[src/rtl/gx4000_cart_hdr_tx.sv]
// gx4000_cart_hdr_tx
// Streams a GX4000 cartridge image: a 32-byte RIFF/AMS! header assembled
// from latched field inputs, followed by the payload read from cartridge
// memory. The header carries a checksum of the payload, so the payload is
// read twice: once to sum it (CSUM), once to stream it (PAY).
//
// Ports:
//   clk_sys, reset_n       clock, asynchronous active-low reset
//   start, abort           begin (IDLE only) / cancel transfer
//   rom_type..rom_title    header fields, latched on accepted start
//   mem_rd, mem_addr       payload read request; mem_data returns 1 cycle later
//   out_valid/out_ready    byte stream handshake; out_data at file offset out_addr
//   busy, done, checksum   status; done pulses once after the last byte
//
// Handshake: a byte transfers on a cycle where out_valid && out_ready are
// both high at the rising clock edge. Once out_valid is raised it stays high,
// and out_data/out_addr stay constant, until that transfer happens (or abort
// / reset cancels the transfer). out_valid does not depend on out_ready.
module gx4000_cart_hdr_tx #(
    parameter int          ADDR_W   = 16,
    parameter logic [7:0]  PAD_BYTE = 8'h00
) (
    input  logic              clk_sys,
    input  logic              reset_n,
    input  logic              start,
    input  logic              abort,
    input  logic [7:0]        rom_type,
    input  logic [15:0]       rom_size,
    input  logic [7:0]        rom_version,
    input  logic [31:0]       rom_date,
    input  logic [63:0]       rom_title,
    output logic              mem_rd,
    output logic [ADDR_W-1:0] mem_addr,
    input  logic [7:0]        mem_data,
    output logic              out_valid,
    input  logic              out_ready,
    output logic [7:0]        out_data,
    output logic [24:0]       out_addr,
    output logic              busy,
    output logic              done,
    output logic [15:0]       checksum
);

    typedef enum logic [2:0] {
        S_IDLE,
        S_CSUM,
        S_HDR,
        S_PAY_RD,   // issue payload read
        S_PAY_LD,   // register returned byte
        S_PAY_TX,   // present byte until accepted
        S_DONE
    } state_t;

    // Largest payload addressable with ADDR_W address bits.
    localparam logic [31:0] MAX_SIZE = (ADDR_W >= 16) ? 32'h0000_FFFF
                                                      : ((32'd1 << ADDR_W) - 32'd1);

    state_t      state, state_nx;
    logic [15:0] idx;
    logic [15:0] acc;
    logic        rd_pend;
    logic [7:0]  data_q;
    logic [15:0] csum_q;
    logic [7:0]  lat_type;
    logic [15:0] lat_size;
    logic [7:0]  lat_version;
    logic [31:0] lat_date;
    logic [63:0] lat_title;
    logic [15:0] cap_size;
    logic [31:0] total_len;
    logic [7:0]  hdr_byte;
    logic        go;

    assign cap_size  = ({16'd0, rom_size} > MAX_SIZE) ? MAX_SIZE[15:0] : rom_size;
    assign total_len = 32'd32 + {16'd0, lat_size};
    assign go        = start && !abort;
    assign busy      = (state != S_IDLE);
    assign checksum  = csum_q;

    // Header byte for the current header index.
    always_comb begin
        hdr_byte = PAD_BYTE;
        case (idx[4:0])
            5'd0:  hdr_byte = 8'h52;
            5'd1:  hdr_byte = 8'h49;
            5'd2:  hdr_byte = 8'h46;
            5'd3:  hdr_byte = 8'h46;
            5'd4:  hdr_byte = total_len[7:0];
            5'd5:  hdr_byte = total_len[15:8];
            5'd6:  hdr_byte = total_len[23:16];
            5'd7:  hdr_byte = total_len[31:24];
            5'd8:  hdr_byte = 8'h41;
            5'd9:  hdr_byte = 8'h4D;
            5'd10: hdr_byte = 8'h53;
            5'd11: hdr_byte = 8'h21;
            5'd12: hdr_byte = lat_type;
            5'd13: hdr_byte = lat_size[7:0];
            5'd14: hdr_byte = lat_size[15:8];
            5'd15: hdr_byte = csum_q[7:0];
            5'd16: hdr_byte = csum_q[15:8];
            5'd17: hdr_byte = lat_version;
            5'd18: hdr_byte = lat_date[7:0];
            5'd19: hdr_byte = lat_date[15:8];
            5'd20: hdr_byte = lat_date[23:16];
            5'd21: hdr_byte = lat_date[31:24];
            5'd22: hdr_byte = lat_title[7:0];
            5'd23: hdr_byte = lat_title[15:8];
            5'd24: hdr_byte = lat_title[23:16];
            5'd25: hdr_byte = lat_title[31:24];
            5'd26: hdr_byte = lat_title[39:32];
            5'd27: hdr_byte = lat_title[47:40];
            5'd28: hdr_byte = lat_title[55:48];
            5'd29: hdr_byte = lat_title[63:56];
            default: hdr_byte = PAD_BYTE;
        endcase
    end

    // Next state and outputs.
    always_comb begin
        state_nx  = state;
        mem_rd    = 1'b0;
        mem_addr  = '0;
        out_valid = 1'b0;
        out_data  = 8'h00;
        out_addr  = 25'd0;
        done      = 1'b0;
        case (state)
            S_IDLE: begin
                if (go) state_nx = (cap_size != 16'd0) ? S_CSUM : S_HDR;
            end
            S_CSUM: begin
                if (idx < lat_size) begin
                    mem_rd   = 1'b1;
                    mem_addr = ADDR_W'(idx);
                end else begin
                    state_nx = S_HDR;
                end
            end
            S_HDR: begin
                out_valid = 1'b1;
                out_data  = hdr_byte;
                out_addr  = {20'd0, idx[4:0]};
                if (out_ready && idx[4:0] == 5'd31)
                    state_nx = (lat_size != 16'd0) ? S_PAY_RD : S_DONE;
            end
            S_PAY_RD: begin
                mem_rd   = 1'b1;
                mem_addr = ADDR_W'(idx);
                state_nx = S_PAY_LD;
            end
            S_PAY_LD: begin
                state_nx = S_PAY_TX;
            end
            S_PAY_TX: begin
                out_valid = 1'b1;
                out_data  = data_q;
                out_addr  = 25'd32 + {9'd0, idx};
                if (out_ready)
                    state_nx = (idx == lat_size - 16'd1) ? S_DONE : S_PAY_RD;
            end
            S_DONE: begin
                // An abort arriving on the done cycle cancels the pulse.
                done     = !abort;
                state_nx = S_IDLE;
            end
            default: state_nx = S_IDLE;
        endcase
        if (abort && state != S_IDLE) state_nx = S_IDLE;
    end

    always_ff @(posedge clk_sys or negedge reset_n) begin
        if (!reset_n) begin
            state <= S_IDLE;
        end else begin
            state <= state_nx;
        end
    end

    // Datapath: counters, accumulator, latched fields.
    always_ff @(posedge clk_sys or negedge reset_n) begin
        if (!reset_n) begin
            idx         <= 16'd0;
            acc         <= 16'd0;
            rd_pend     <= 1'b0;
            data_q      <= 8'h00;
            csum_q      <= 16'd0;
            lat_type    <= 8'h00;
            lat_size    <= 16'd0;
            lat_version <= 8'h00;
            lat_date    <= 32'd0;
            lat_title   <= 64'd0;
        end else if (state == S_IDLE) begin
            if (go) begin
                lat_type    <= rom_type;
                lat_size    <= cap_size;
                lat_version <= rom_version;
                lat_date    <= rom_date;
                lat_title   <= rom_title;
                idx         <= 16'd0;
                acc         <= 16'd0;
                rd_pend     <= 1'b0;
                if (cap_size == 16'd0) csum_q <= 16'd0;
            end
        end else if (!abort) begin
            case (state)
                S_CSUM: begin
                    // Data for the read issued last cycle arrives now.
                    rd_pend <= (idx < lat_size);
                    if (rd_pend) acc <= acc + {8'd0, mem_data};
                    if (idx < lat_size) begin
                        idx <= idx + 16'd1;
                    end else begin
                        csum_q <= acc + (rd_pend ? {8'd0, mem_data} : 16'd0);
                        idx    <= 16'd0;
                    end
                end
                S_HDR: begin
                    if (out_ready) idx <= (idx[4:0] == 5'd31) ? 16'd0 : idx + 16'd1;
                end
                S_PAY_LD: begin
                    data_q <= mem_data;
                end
                S_PAY_TX: begin
                    if (out_ready) idx <= idx + 16'd1;
                end
                default: ;
            endcase
        end
    end

endmodule
[config.mk]
export PLATFORM = sky130hd
export DESIGN_NAME = gx4000_cart_hdr_tx
export DESIGN_NICKNAME = d
export VERILOG_FILES = /design/src/rtl/gx4000_cart_hdr_tx.sv
export SDC_FILE = /design/constraint.sdc
export NUM_CORES = 1
export LEC_CHECK = 0
export ABC_AREA = 1
export BUFFER_PORTS_ARGS = -buffer_cell sky130_fd_sc_hd__buf_4
export CAP_MARGIN = 20
export CORE_AREA = 4 4 173 175
export DETAILED_ROUTE_END_ITERATION = 10
export DIE_AREA = 0 0 177 179
export GPL_TIMING_DRIVEN = 0
export SLEW_MARGIN = 15
export SYNTH_ARGS = -nofsm -noshare
export SYNTH_HDL_FRONTEND = slang
export SYNTH_SLANG_ARGS = --single-unit
[constraint.sdc]
create_clock -name clk_sys -period 3.1 [get_ports clk_sys]
set_input_delay 0.62 -clock clk_sys [delete_from_list [all_inputs] [get_ports clk_sys]]
set_output_delay 0.62 -clock clk_sys [all_outputs]
set_load 0.02 [all_outputs]
==> results.md <==
- Hold crit path type: input pin to asynchronous set/reset pin
- GR Util met3: 0.0316
- Tcrit/Tclk final: 1.08
- Hold_buf cts: 0
- Wire per inst: 18.7 µm
- Critical Path RT: 2480 ps
- DRC violations left: 0
- Synth top area cells: dfrtp_1 42%, nand2_1 21%, ha_1 4.7%, o21ai_0 4.4%, inv_1 4.4%
- Synth Flop Type: dfrtp_1
- Root Driver: clkbuf_16
- Clk network pwr share: 0.187
- Multi-input gate area: 6360 µm²
- Worst VDD drop: 0.397 mV
- Failing checks: setup timing
- Most frequent cells in the layout: 607 x nand2_1, 222 x buf_4, 174 x dfrtp_1
- Crit path time final: 3360 ps
- Post-synthesis sequential area ratio: 0.417
- Leading cell type in the layout, fill and taps excluded: nand2_1
- Setup TNS: -2980 ps
- Final core occ: 0.528
- Detailed Routing Iterations Pass 1: 5
- FILL cells: 2813
- TritonCTS clock tree: built
- H-tree levels: 4
- Logic gate share of total power: 0.469
- Diode count: 0
- Count of pins over their slew limit: 0
- First DRT Iteration DRCs: 1000
- Fmax: 298 MHz
- Final Hold Viols: 0
- Num CTS Buffers: 17
- CP bufs+invs: 4
- GRT busiest layer: met2
- Initial antenna violation count: 0
- Final GP Congestion: 0.963
- Share of the synthesized area in the top cell type: 0.417
- Mapped cell area: 11300 µm²
- Switching power: 5.87 mW
- Leakage power: 7.56 nW
- Outcome: finished, violations left
- GR Util All Layers: 0.259
- Clock sinks: 188
- DRT antenna net count: 0
- Proportion of layout cells with a drive suffix above 1: 0.251
- Die height: 179 µm
- Post-synthesis cell type count: 49
- Syn Inst Count: 1555
- Slew headroom: 0.542
- Met1 usage: 0.363
- Max Cap Violations: 0
- Power Density: 844 nW/µm²
- Vias per std cell: 5.21
- Internal: 6.82 mW
- Sw Ratio: 0.462
- Crit-path max cell delay: 470 ps
- Arr. time, crit path: 2740 ps
- RSZ-0062 raised after global routing: yes
- Hpwl dp: 31900 µm
- Register Area: 4720 µm²
- Finished Layout Cells: 2214
- Total chip power: 12.7 mW
- Post-synth EDFFs: 0
- Kind of start point of the critical path: flop
- Worst Tran Pin Value: 687 ps
- Placed cells: 2149
- Starting Density: 0.396
- Delay-heaviest family, CP: simple AND/OR/NAND/NOR gates
- Crit. End Element: primary output
- Final setup margin: -258 ps
- Largest net degree at the start of global routing: 106
- Clock skew: 11.9 ps
- Core area: 28500 µm²
- Slowest CP cell: dfrtp_2
- Die W: 177 µm
- Most common cell on crit path: nand2_1
- Sequential Power Share: 0.344
- Rows: 62
- Pre-CTS WS: -284 ps
- CP Cell Sequence: ha_4 -> nand2_4 -> inv_2 -> nand2_2 -> clkinvlp_4 -> buf_4 -> nand2_1 -> nand3_1 -> a31oi_1 -> nand4_1 -> nand2_1 -> nand2_1 -> buf_4
- Crit path max fanout: 7
- Skew-Pair Late Insertion Delay: 440 ps
- Fin nets: 2002
- Met2 usage: 0.433
- #FFs+latches synth: 188
- Top-level I/O count: 210
- Worst-path clk slew: 90 ps
- Largest area contributor in the netlist: dfrtp_1
- Global-route wire length before repair: 63000 µm
- Post-Syn Area per Cell: 7.25 µm²
- Die area: 31700 µm²
- Crit Path Class: flop to primary output
- Clk buf depth: 2
- Final wirelength: 41400 µm
- Synth warnings: 0
- Number of global-route vias before repair: 11100
- PortBufs: 201
- Grt total ovfl: 0
- Vias: 11500
- Synthesis-to-layout area growth: 33.3%
- Final setup fails: 23
- Synth async-reset ratio: 1.00
==> final timing paths <==
kind	startpoint	endpoint	slack, ps	cells past startpoint
max	idx[0]	out_data[3]	-260	13
min in group clk_sys	rom_date[11]	lat_date[11]	360	3
max in group asynchronous	reset_n	lat_date[10]	1960	2
max reg2reg	idx[1]	checksum[15]	310	15
min	reset_n	lat_title[63]	180	1
min reg2reg	lat_title[43]	lat_title[43]	480	2
==> synthesized netlist by cell type, types with 2 or more instances <==
library cell and count:
buf_2 25, inv_1 131, o2111ai_1 6, clkinv_1 4, mux2_2 8, buf_6 6, nor4_1 9, nand2_1 624
a21o_1 2, xnor2_1 8, o21bai_1 3, nor3_1 24, a31oi_1 4, o211ai_1 7, fa_1 2, o31ai_1 2
nand2_2 2, a22o_1 11, nor2_1 123, clkbuf_1 12, nand3_1 67, a221oi_1 15, a22oi_1 4, buf_4 9
nand4_1 21, a21oi_2 2, o21a_1 3, o22ai_1 5, a21oi_1 50, o21ai_0 100, ha_1 42, xor2_1 19
dfrtp_1 188, or2_2 2
==> final cells by class <==
type	count	share of cell area
multi-input cells	1183	0.424
flip-flops and latches	188	0.314
repair buffers	239	0.129
inverters	137	0.0363
well taps	384	0.0320
clock buffers	17	0.0283
plain buffers	51	0.0227
clock inverters	15	0.0142
==> worst register-to-register path, delay by kind of cell (launching register included) <==
family	cells	cell delay, ps
buffers and inverters	5	1020
AO/OA/AOI/OAI	5	570
flip-flops	1	420
AND/OR/NAND/NOR	4	390
adder cells (fa/ha/maj)	1	240
==> power by group through the flow <==
stage | Sequential, mW | Combinational (mW) | Clock (mW)
6_report | 4.36 | 5.95 | 2.37
5_1_grt | 4.46 | 6.69 | 2.49
4_1_cts | 4.32 | 5.71 | 2.39
3_5_place_dp | 4.29 | 5.23 | 0
3_3_place_gp | 4.27 | 5.14 | 0
2_1_floorplan | 4.05 | 3.53 | 0
==> cell families (layout without fill, tap and decap cells) <==
family / Yosys count / after routing / share of synthesized area
fa+ha+maj: 44 / 44 / 0.0502
simple gates: 875 / 875 / 0.310
other cells: 1 / 8 / 0.000333
mux: 8 / 8 / 0.00799
flops: 188 / 188 / 0.417
buf+inv: 191 / 459 / 0.0746
xor+xnor: 27 / 27 / 0.0210
compound gates: 221 / 221 / 0.118
==> metal layers <==
metal	vias up	part of all wire
li1	5563	-
met1	5525	0.45
met2	400	0.48
met3	48	0.054
met4	0	0.020
met5	-	0
==> state kept, by name, indices dropped and copies added, names as in the netlist, 16 cells and up <==
signal     flops
acc           16
checksum      16
idx           16
lat_date      32
lat_size      16
lat_title     64
==> through the flow <==
| step | instance area (µm²) | hold WS (ps) |
|---|---|---|
| global route | 15000 | 221 |
| floorplan | 11300 | 324 |
| CTS | 14700 | 200 |
| detailed placement | 13300 | 459 |
| global placement | 13300 | 453 |
| finish | 15000 | 176 |
==> repair_timing <==
action,4_1_cts,5_1_grt
setup buffers,24,11
endpoints found under the hold margin,0,0
resized for setup,147,81
endpoints found under the setup margin,28,46
pin swaps,31,15
gates cloned,1,0
(Power assumes the default switching activity.)
